**src/rtl/bitserial_column_sequencer.sv**
```systemverilog
// Operand latch and bit-column sequencer feeding the bit-serial precompute MAC.
// Issues weight bit-columns LSB first (optionally skipping all-zero columns), then drains the MAC.

module bitserial_column_sequencer #(
    parameter int DATA_WIDTH = 8,
    parameter int VEC_LENGTH = 16,
    parameter int ACC_WIDTH  = DATA_WIDTH + 16,
    parameter bit SKIP_ZERO  = 1'b1
) (
    input  logic                         clk,
    input  logic                         reset,
    input  logic                         in_valid,
    output logic                         in_ready,
    input  logic signed [DATA_WIDTH-1:0] w_in         [VEC_LENGTH],
    input  logic signed [DATA_WIDTH-1:0] act_in       [VEC_LENGTH],
    input  logic signed [ACC_WIDTH-1:0]  accum_init,
    output logic                         mac_en,
    output logic                         mac_load_accum,
    output logic signed [DATA_WIDTH-1:0] mac_act      [VEC_LENGTH],
    output logic signed [DATA_WIDTH:0]   mac_act_psum [VEC_LENGTH/2],
    output logic [VEC_LENGTH-1:0]        mac_w_bit,
    output logic [2:0]                   mac_column_idx,
    output logic                         mac_is_msb,
    output logic signed [ACC_WIDTH-1:0]  mac_accum_prev,
    output logic                         busy,
    output logic                         result_valid
);

    typedef enum logic [1:0] {IDLE, ISSUE, DRAIN, DONE} state_t;
    typedef logic [DATA_WIDTH-1:0] mask_t;

    function automatic logic [2:0] lowest_set(input mask_t m);
        logic [2:0] idx;
        idx = '0;
        for (int b = DATA_WIDTH - 1; b >= 0; b--) begin
            if (m[b]) idx = 3'(b);
        end
        return idx;
    endfunction

    state_t                        state_q, state_d;
    logic signed [DATA_WIDTH-1:0]  w_q    [VEC_LENGTH];
    logic signed [DATA_WIDTH-1:0]  w_d    [VEC_LENGTH];
    logic signed [DATA_WIDTH-1:0]  act_q  [VEC_LENGTH];
    logic signed [DATA_WIDTH-1:0]  act_d  [VEC_LENGTH];
    logic signed [DATA_WIDTH:0]    psum_q [VEC_LENGTH/2];
    logic signed [DATA_WIDTH:0]    psum_d [VEC_LENGTH/2];
    logic signed [ACC_WIDTH-1:0]   accum_q, accum_d;
    mask_t                         mask_q, mask_d;
    logic                          first_q, first_d;
    logic                          en_q, en_d;
    logic                          load_q, load_d;
    logic [VEC_LENGTH-1:0]         w_bit_q, w_bit_d;
    logic [2:0]                    col_q, col_d;
    logic                          msb_q, msb_d;
    logic                          rv_q, rv_d;

    logic                          issue;
    mask_t                         issue_mask;
    mask_t                         nz;
    logic [2:0]                    col_sel;
    logic signed [DATA_WIDTH-1:0]  issue_w [VEC_LENGTH];

    // mask_q holds the columns still to issue after the one currently on the outputs.
    always_comb begin
        state_d    = state_q;
        w_d        = w_q;
        act_d      = act_q;
        psum_d     = psum_q;
        accum_d    = accum_q;
        mask_d     = mask_q;
        first_d    = 1'b0;
        load_d     = first_q;
        en_d       = 1'b0;
        w_bit_d    = '0;
        col_d      = '0;
        msb_d      = 1'b0;
        rv_d       = 1'b0;
        issue      = 1'b0;
        issue_mask = '0;
        issue_w    = w_q;
        nz         = '0;
        col_sel    = '0;

        case (state_q)
            IDLE: begin
                if (in_valid) begin
                    w_d     = w_in;
                    act_d   = act_in;
                    accum_d = accum_init;
                    for (int j = 0; j < VEC_LENGTH / 2; j++) begin
                        psum_d[j] = $signed({act_in[2*j][DATA_WIDTH-1], act_in[2*j]})
                                  + $signed({act_in[2*j+1][DATA_WIDTH-1], act_in[2*j+1]});
                    end
                    for (int i = 0; i < VEC_LENGTH; i++) begin
                        nz = nz | mask_t'(w_in[i]);
                    end
                    issue_mask = SKIP_ZERO ? nz : '1;
                    if (issue_mask == '0) issue_mask = mask_t'(1);
                    issue_w = w_in;
                    issue   = 1'b1;
                    first_d = 1'b1;
                    state_d = ISSUE;
                end
            end
            ISSUE: begin
                if (mask_q == '0) begin
                    en_d    = 1'b1;
                    state_d = DRAIN;
                end else begin
                    issue_mask = mask_q;
                    issue      = 1'b1;
                end
            end
            DRAIN: begin
                rv_d    = 1'b1;
                state_d = DONE;
            end
            DONE:    state_d = IDLE;
            default: state_d = IDLE;
        endcase

        if (issue) begin
            col_sel = lowest_set(issue_mask);
            en_d    = 1'b1;
            col_d   = col_sel;
            msb_d   = (int'(col_sel) == DATA_WIDTH - 1);
            mask_d  = issue_mask & ~(mask_t'(1) << col_sel);
            for (int i = 0; i < VEC_LENGTH; i++) begin
                w_bit_d[i] = issue_w[i][col_sel];
            end
        end
    end

    always_ff @(posedge clk or negedge reset) begin
        if (!reset) begin
            state_q <= IDLE;
            for (int i = 0; i < VEC_LENGTH; i++) begin
                w_q[i]   <= '0;
                act_q[i] <= '0;
            end
            for (int j = 0; j < VEC_LENGTH / 2; j++) begin
                psum_q[j] <= '0;
            end
            accum_q <= '0;
            mask_q  <= '0;
            first_q <= 1'b0;
            en_q    <= 1'b0;
            load_q  <= 1'b0;
            w_bit_q <= '0;
            col_q   <= '0;
            msb_q   <= 1'b0;
            rv_q    <= 1'b0;
        end else begin
            state_q <= state_d;
            w_q     <= w_d;
            act_q   <= act_d;
            psum_q  <= psum_d;
            accum_q <= accum_d;
            mask_q  <= mask_d;
            first_q <= first_d;
            en_q    <= en_d;
            load_q  <= load_d;
            w_bit_q <= w_bit_d;
            col_q   <= col_d;
            msb_q   <= msb_d;
            rv_q    <= rv_d;
        end
    end

    assign in_ready       = (state_q == IDLE);
    assign busy           = (state_q != IDLE);
    assign mac_en         = en_q;
    assign mac_load_accum = load_q;
    assign mac_act        = act_q;
    assign mac_act_psum   = psum_q;
    assign mac_w_bit      = w_bit_q;
    assign mac_column_idx = col_q;
    assign mac_is_msb     = msb_q;
    assign mac_accum_prev = accum_q;
    assign result_valid   = rv_q;

endmodule

```
**config.mk**
```make
export PLATFORM = sky130hd
export DESIGN_NAME = bitserial_column_sequencer
export DESIGN_NICKNAME = d
export VERILOG_FILES = /design/src/rtl/bitserial_column_sequencer.sv
export SDC_FILE = /design/constraint.sdc
export NUM_CORES = 1
export LEC_CHECK = 0
export ABC_AREA = 1
export ABC_CLOCK_PERIOD_IN_PS = 6410
export BUFFER_PORTS_ARGS = -buffer_cell sky130_fd_sc_hd__buf_2
export CORE_AREA = 5 5 206 208
export CTS_CLUSTER_SIZE = 24
export DETAILED_ROUTE_END_ITERATION = 8
export DIE_AREA = 0 0 211 213
export PLACE_DENSITY_LB_ADDON = 0.12
export SYNTH_ARGS = -nofsm -noshare
export SYNTH_HDL_FRONTEND = slang
export SYNTH_SLANG_ARGS = --single-unit
```
**constraint.sdc**
```tcl
create_clock -name clk -period 6.41 [get_ports clk]
set_input_delay 1.282 -clock clk [delete_from_list [all_inputs] [get_ports clk]]
set_output_delay 1.282 -clock clk [all_outputs]
set_load 0.02 [all_outputs]
```
* Yosys cells after proc, flatten, opt, wreduce, memory -nomap -nowiden *
Index checks and enable logic that the tools add are counted.

operators by class
  reductions and logical operators = 6
  add/subtract/negate cells = 8
  bitwise gates (word level) = 17
  $lt $le $gt $ge = 1
  equal/unequal tests = 6
  shifts and indexed selects = 1
  mux-type cells = 61

operators by type and width
  operator               number
  $mux W128              2
  $or A8 B8 Y8           15
  $add A8 B8 Y9          8
  $bmux W1 S3            16
  $mux W3                10
  $mux W1                24
  $mux W8                3
  $logic_not A8 Y1       2
  $mux W16               1
  $pmux W8 S2            1
  $and A8 B8 Y8          1
  $not A8 Y8             1
  $pmux W2 S4            1
  $shl A1 B3 Y8 const A  1
  $eq A2 B2 Y1 const B   2
  $lt A3 B4 Y1 const B   1
  $mux W2                2
  $ne A2 B2 Y1 const B   2
  $reduce_and A2 Y1      2
  $eq A3 B1 Y1 const B   1
  $eq A2 B1 Y1 const B   1
  $logic_not A2 Y1       1
  $pmux W1 S2            1
  $reduce_bool A2 Y1     1

storage, ports and cells
  output and inout bits = 249
  register bits = 386

* Longest topological paths before layout *
  depth in word-level cells = 31
  gate-level depth with buffers = 21
  gate-level depth less buffers = 20

* Worst setup path before layout *
No wires, ideal clock.

  kind = input to register
  from = input port act_in[32] in the netlist's numbering
  to = register psum_q (netlist bit mac_act_psum[26])
  setup time = 126 ps
  arrival = 2762 ps
  setup slack = 3522 ps
  stages on the path = 10
  path buffers = 0
  required time = 6284 ps
  path through = ha_1 > inv_1 > fa_1 > o31ai_1 > and2_1 > nor2_1 > o21bai_1 > a21oi_1 > a21oi_1 > o21ai_0

between the ends
  cells in the longest elaborated chain, start to end = 1

RTL lines
  item                  RTL line  RTL
  from (decl)           15        input logic signed [DATA_WIDTH-1:0] act_in [VEC_LENGTH],
  $add A8 B8 Y9         93        + $signed({act_in[2*j+1][DATA_WIDTH-1], act_in[2*j+1]});
  to (signal assigned)  158       psum_q <= psum_d;
  to (decl)             46        logic signed [DATA_WIDTH:0] psum_q [VEC_LENGTH/2];

Every way passes these cells.
A chain may end at the register's enable or synchronous reset.

* Worst setup path in the final report *
  from = register state_q[0]
  to = register w_bit_q[0] (netlist: mac_w_bit[0])

between the ends
  cells in the longest elaborated chain, start to end = 14

RTL lines
  item                                                     RTL line  RTL
  from (decl)                                              41        state_t state_q, state_d;
  from (signal assigned)                                   155       state_q <= state_d;
  $eq A2 B1 Y1 / $logic_not A2 Y1 (equally long branches)  85        case (state_q)
  $pmux W8 S2                                              85
  $mux W3 (8 in series)                                    36        if (m[b]) idx = 3'(b);
  $mux W3                                                  123       if (issue) begin
  $bmux W1 S3                                              130       w_bit_d[i] = issue_w[i][col_sel];
  $mux W1 (implied by the code)                            130
  $mux W16 *                                               123
  named net w_bit_d[0]                                     53        logic [VEC_LENGTH-1:0] w_bit_q, w_bit_d;
  to (signal assigned)                                     164       w_bit_q <= w_bit_d;
  to (decl)                                                53

The timed path passes the listed nets; every way through them passes the cells marked *. The select of a mux whose other input is x is not followed.

==> results.ini <==
[die]
die_area_mm2 = 0.0449
fp.dieH_um = 213
initial_core_util_pct = 47.3
die_w_um = 211
core_mm2 = 0.0404
io_pins = 532
rows = 74

[cts]
postCtsHoldBufs = 0
ctsRootBufferMaster = clkbuf_16
cts_buffer_depth = 3
cts-resized-gates = 0
clock_latency_ns = 0.56
clk_pin_slew_worst_paths_ns = 0.06
cts_sinks = 386
tritoncts = built
postCtsSetupBuffers = 0
htreeDepth = 2
cts_buffers = 43

[flow_run]
drv_cap = 0

[detailed_routing]
dr.pass1.iters = 5
final_antenna_net_count = 0
drt_wl_total_mm = 65.4
drtIter0Drc = 1355
wl_per_cell_um = 19.1
drcViolationCount = 0
dr_total_vias = 17100
avgViaCountPerCell = 5.01

[yosys]
yosys_most_used_dff = dfrtp_1
synth_fp_nets = 2726
synthTopCellsByArea = dfrtp_1, nand2_1, inv_1
synth_warnings = 0
synth_edf_count = 0
synthDistinctLibCells = 43
synthArstFlopShare_pct = 100
synth.largest_area_cell = dfrtp_1
ys_seq_elements = 386
syn_inst = 2368
seq_area_frac_synth_pct = 50.6
synth_top_area_share_pct = 50.6
syn_area_per_cell_um2 = 8.06
synth_area_mm2 = 0.0191

[timing]
finClkSkew_ns = 0.0129
rsz0062_at_grt = false
max_slew_margin_pct = 27.4
finalCritPeriodShare_pct = 63.9
finalCriticalPeriod_ns = 4.09
finalMaxSlewViolations = 0
finalHoldViolCount = 0
setup_tns_ns = 0
setup_viol = 0
fmax_mhz = 244
tightest_slew_ns = 1.09

[placement]
dp_hpwl_mm = 49.3
numPortBuffers = 531
gp_congestion = 0.918
place_area_mm2 = 0.0220

[global_routing]
grt_util_all_layers_pct = 28.3
grt_pass1_wl_mm = 99.1
grt_pass1_vias = 17100
grt_antenna_before_repair = 10
grt_overflow_total = 0
met1_usage_pct = 34.9
use_met3_pct = 6.98
use_met2_pct = 49.1
grt.busiest_layer = met2
grt_start_max_net_pins = 248

[cells_and_area]
final_area_mm2 = 0.0235
final_common_cell = nand2_1
drive_gt1_share_pct = 25.7
layout-area-overhead-vs-synth_pct = 23.3
nFillCells = 3784
nets = 3207
final_cell_mix = nand2_1, buf_2, dfrtp_1, inv_1, nor2_1

[critical_path]
crit_type = flip-flop to flip-flop
arrival_ns = 4.59
start_kind = flip-flop
crit_path_end_kind = flip-flop
cp.required_ns = 6.90
crit_fanout = 154

[power_and_ir_drop]
p_per_area_mw_per_mm2 = 553
leakagePower_nw = 13.0
irDropWorstVdd_v = 0.000306

[worst_hold_path]
hold_path_class = flip-flop to flip-flop

[run_status]
outcome = finished, final reports clean

==> cell families after synthesis <==
group | after synthesis | synth area share, %
AOI/OAI and AO/OA | 271 | 7.73
xor gates and xnor gates | 24 | 1.10
adders and majority gates | 75 | 5.23
buffers and inverters | 352 | 7.45
DFF | 386 | 50.6
muxes | 1 | 0.0524
and+or+nand+nor | 1259 | 27.8
==> flip-flops by register name, summed over array words and instances, names as in the netlist <==
signal	count
mac_act	128
w_q	128
mac_act_psum	72
mac_accum_prev	24
mac_w_bit	16
mask_q	8
mac_column_idx	3
state_q	2
first_q	1
mac_en	1
mac_is_msb	1
mac_load_accum	1
result_valid	1
==> metrics by stage <==
stage | worst slack, ns | util (%) | std cells | total power, mW | hold slack (ns)
finish | 2.32 | 58.3 | 3417 | 13.0 | 0.366
global route | 1.91 | 58.3 | 3415 | 13.9 | 0.371
global placement | 1.83 | 54.6 | 3336 | 10.3 | 0.337
detailed placement | 1.75 | 54.6 | 3336 | 10.4 | 0.354
floorplan | 3.52 | - | 2368 | 8.32 | 0.331
CTS | 2.28 | 58.3 | 3412 | 13.1 | 0.367
==> cell usage after synthesis (3+ instances only) <==
library cell,count
nand3b_1,5
clkbuf_1,60
buf_4,9
and2_1,8
dfrtp_1,386
o21ai_1,3
o31ai_1,16
or2_0,5
nand2_2,4
nand3_1,72
inv_2,3
nor3_1,9
nor2_1,184
buf_1,5
nand2_4,6
nor2_2,4
o22ai_1,6
o21bai_1,8
buf_2,25
ha_1,67
inv_1,244
fa_1,8
o21ai_0,169
nand2_1,835
a31oi_1,8
a21oi_1,56
or2_2,103
nand4_1,17
buf_6,4
xor2_1,24
==> path summary, 6_finish.rpt <==
path	startpoint	endpoint	slack, ns	depth (start not counted)
max in group asynchronous	reset	w_q[24]	4.34	2
worst min-delay path	first_q	mac_load_accum	0.37	0
min in group asynchronous	reset	w_q[119]	0.70	1
worst max-delay path	state_q[0]	mac_w_bit[0]	2.32	20
worst min register to register	first_q	mac_load_accum	0.37	0
worst max register to register	state_q[0]	mac_w_bit[0]	2.32	20
==> metal layers <==
metal | part of all wire (%) | wire length [um]
met1 | 39 | 25600
met5 | 0.14 | 90
met2 | 50 | 32900
met3 | 7.4 | 4850
met4 | 3.1 | 2010
==> cell type report <==
class                   instances  area, um2  share of cell area (%)
flip-flops and latches        386       9660                    41.0
multi-input cells            1630       8020                    34.1
repair buffers                539       2750                    11.7
clock buffers                  67       1360                    5.77
inverters                     249        945                    4.01
well taps                     532        666                    2.83
clock inverters                 9        123                   0.521
diodes                          5       12.5                  0.0532
==> worst max-delay path, stage by stage (launching register included) <==
cell	delay [ns]
dfrtp_1	0.38
inv_1	0.10
ha_1	0.36
nand2_8	0.35
inv_8	0.65
nand2_1	0.11
nand2_1	0.11
inv_1	0.06
nand2_1	0.07
nand2_1	0.06
nand2_2	0.08
nand2_4	0.19
nand2_4	0.53
nand2_8	0.26
nand2_2	0.25
nor2_1	0.08
nor2_1	0.10
nand2_1	0.06
nand2_1	0.07
nand2_1	0.05
inv_1	0.04
==> power by group <==
part	leakage, nW	internal, mW	switching [mW]
logic	7.63	1.95	4.39
registers	4.66	3.59	0.500
clock network	0.733	1.57	1.01
Note: power is estimated with default switching activity, not from simulation.
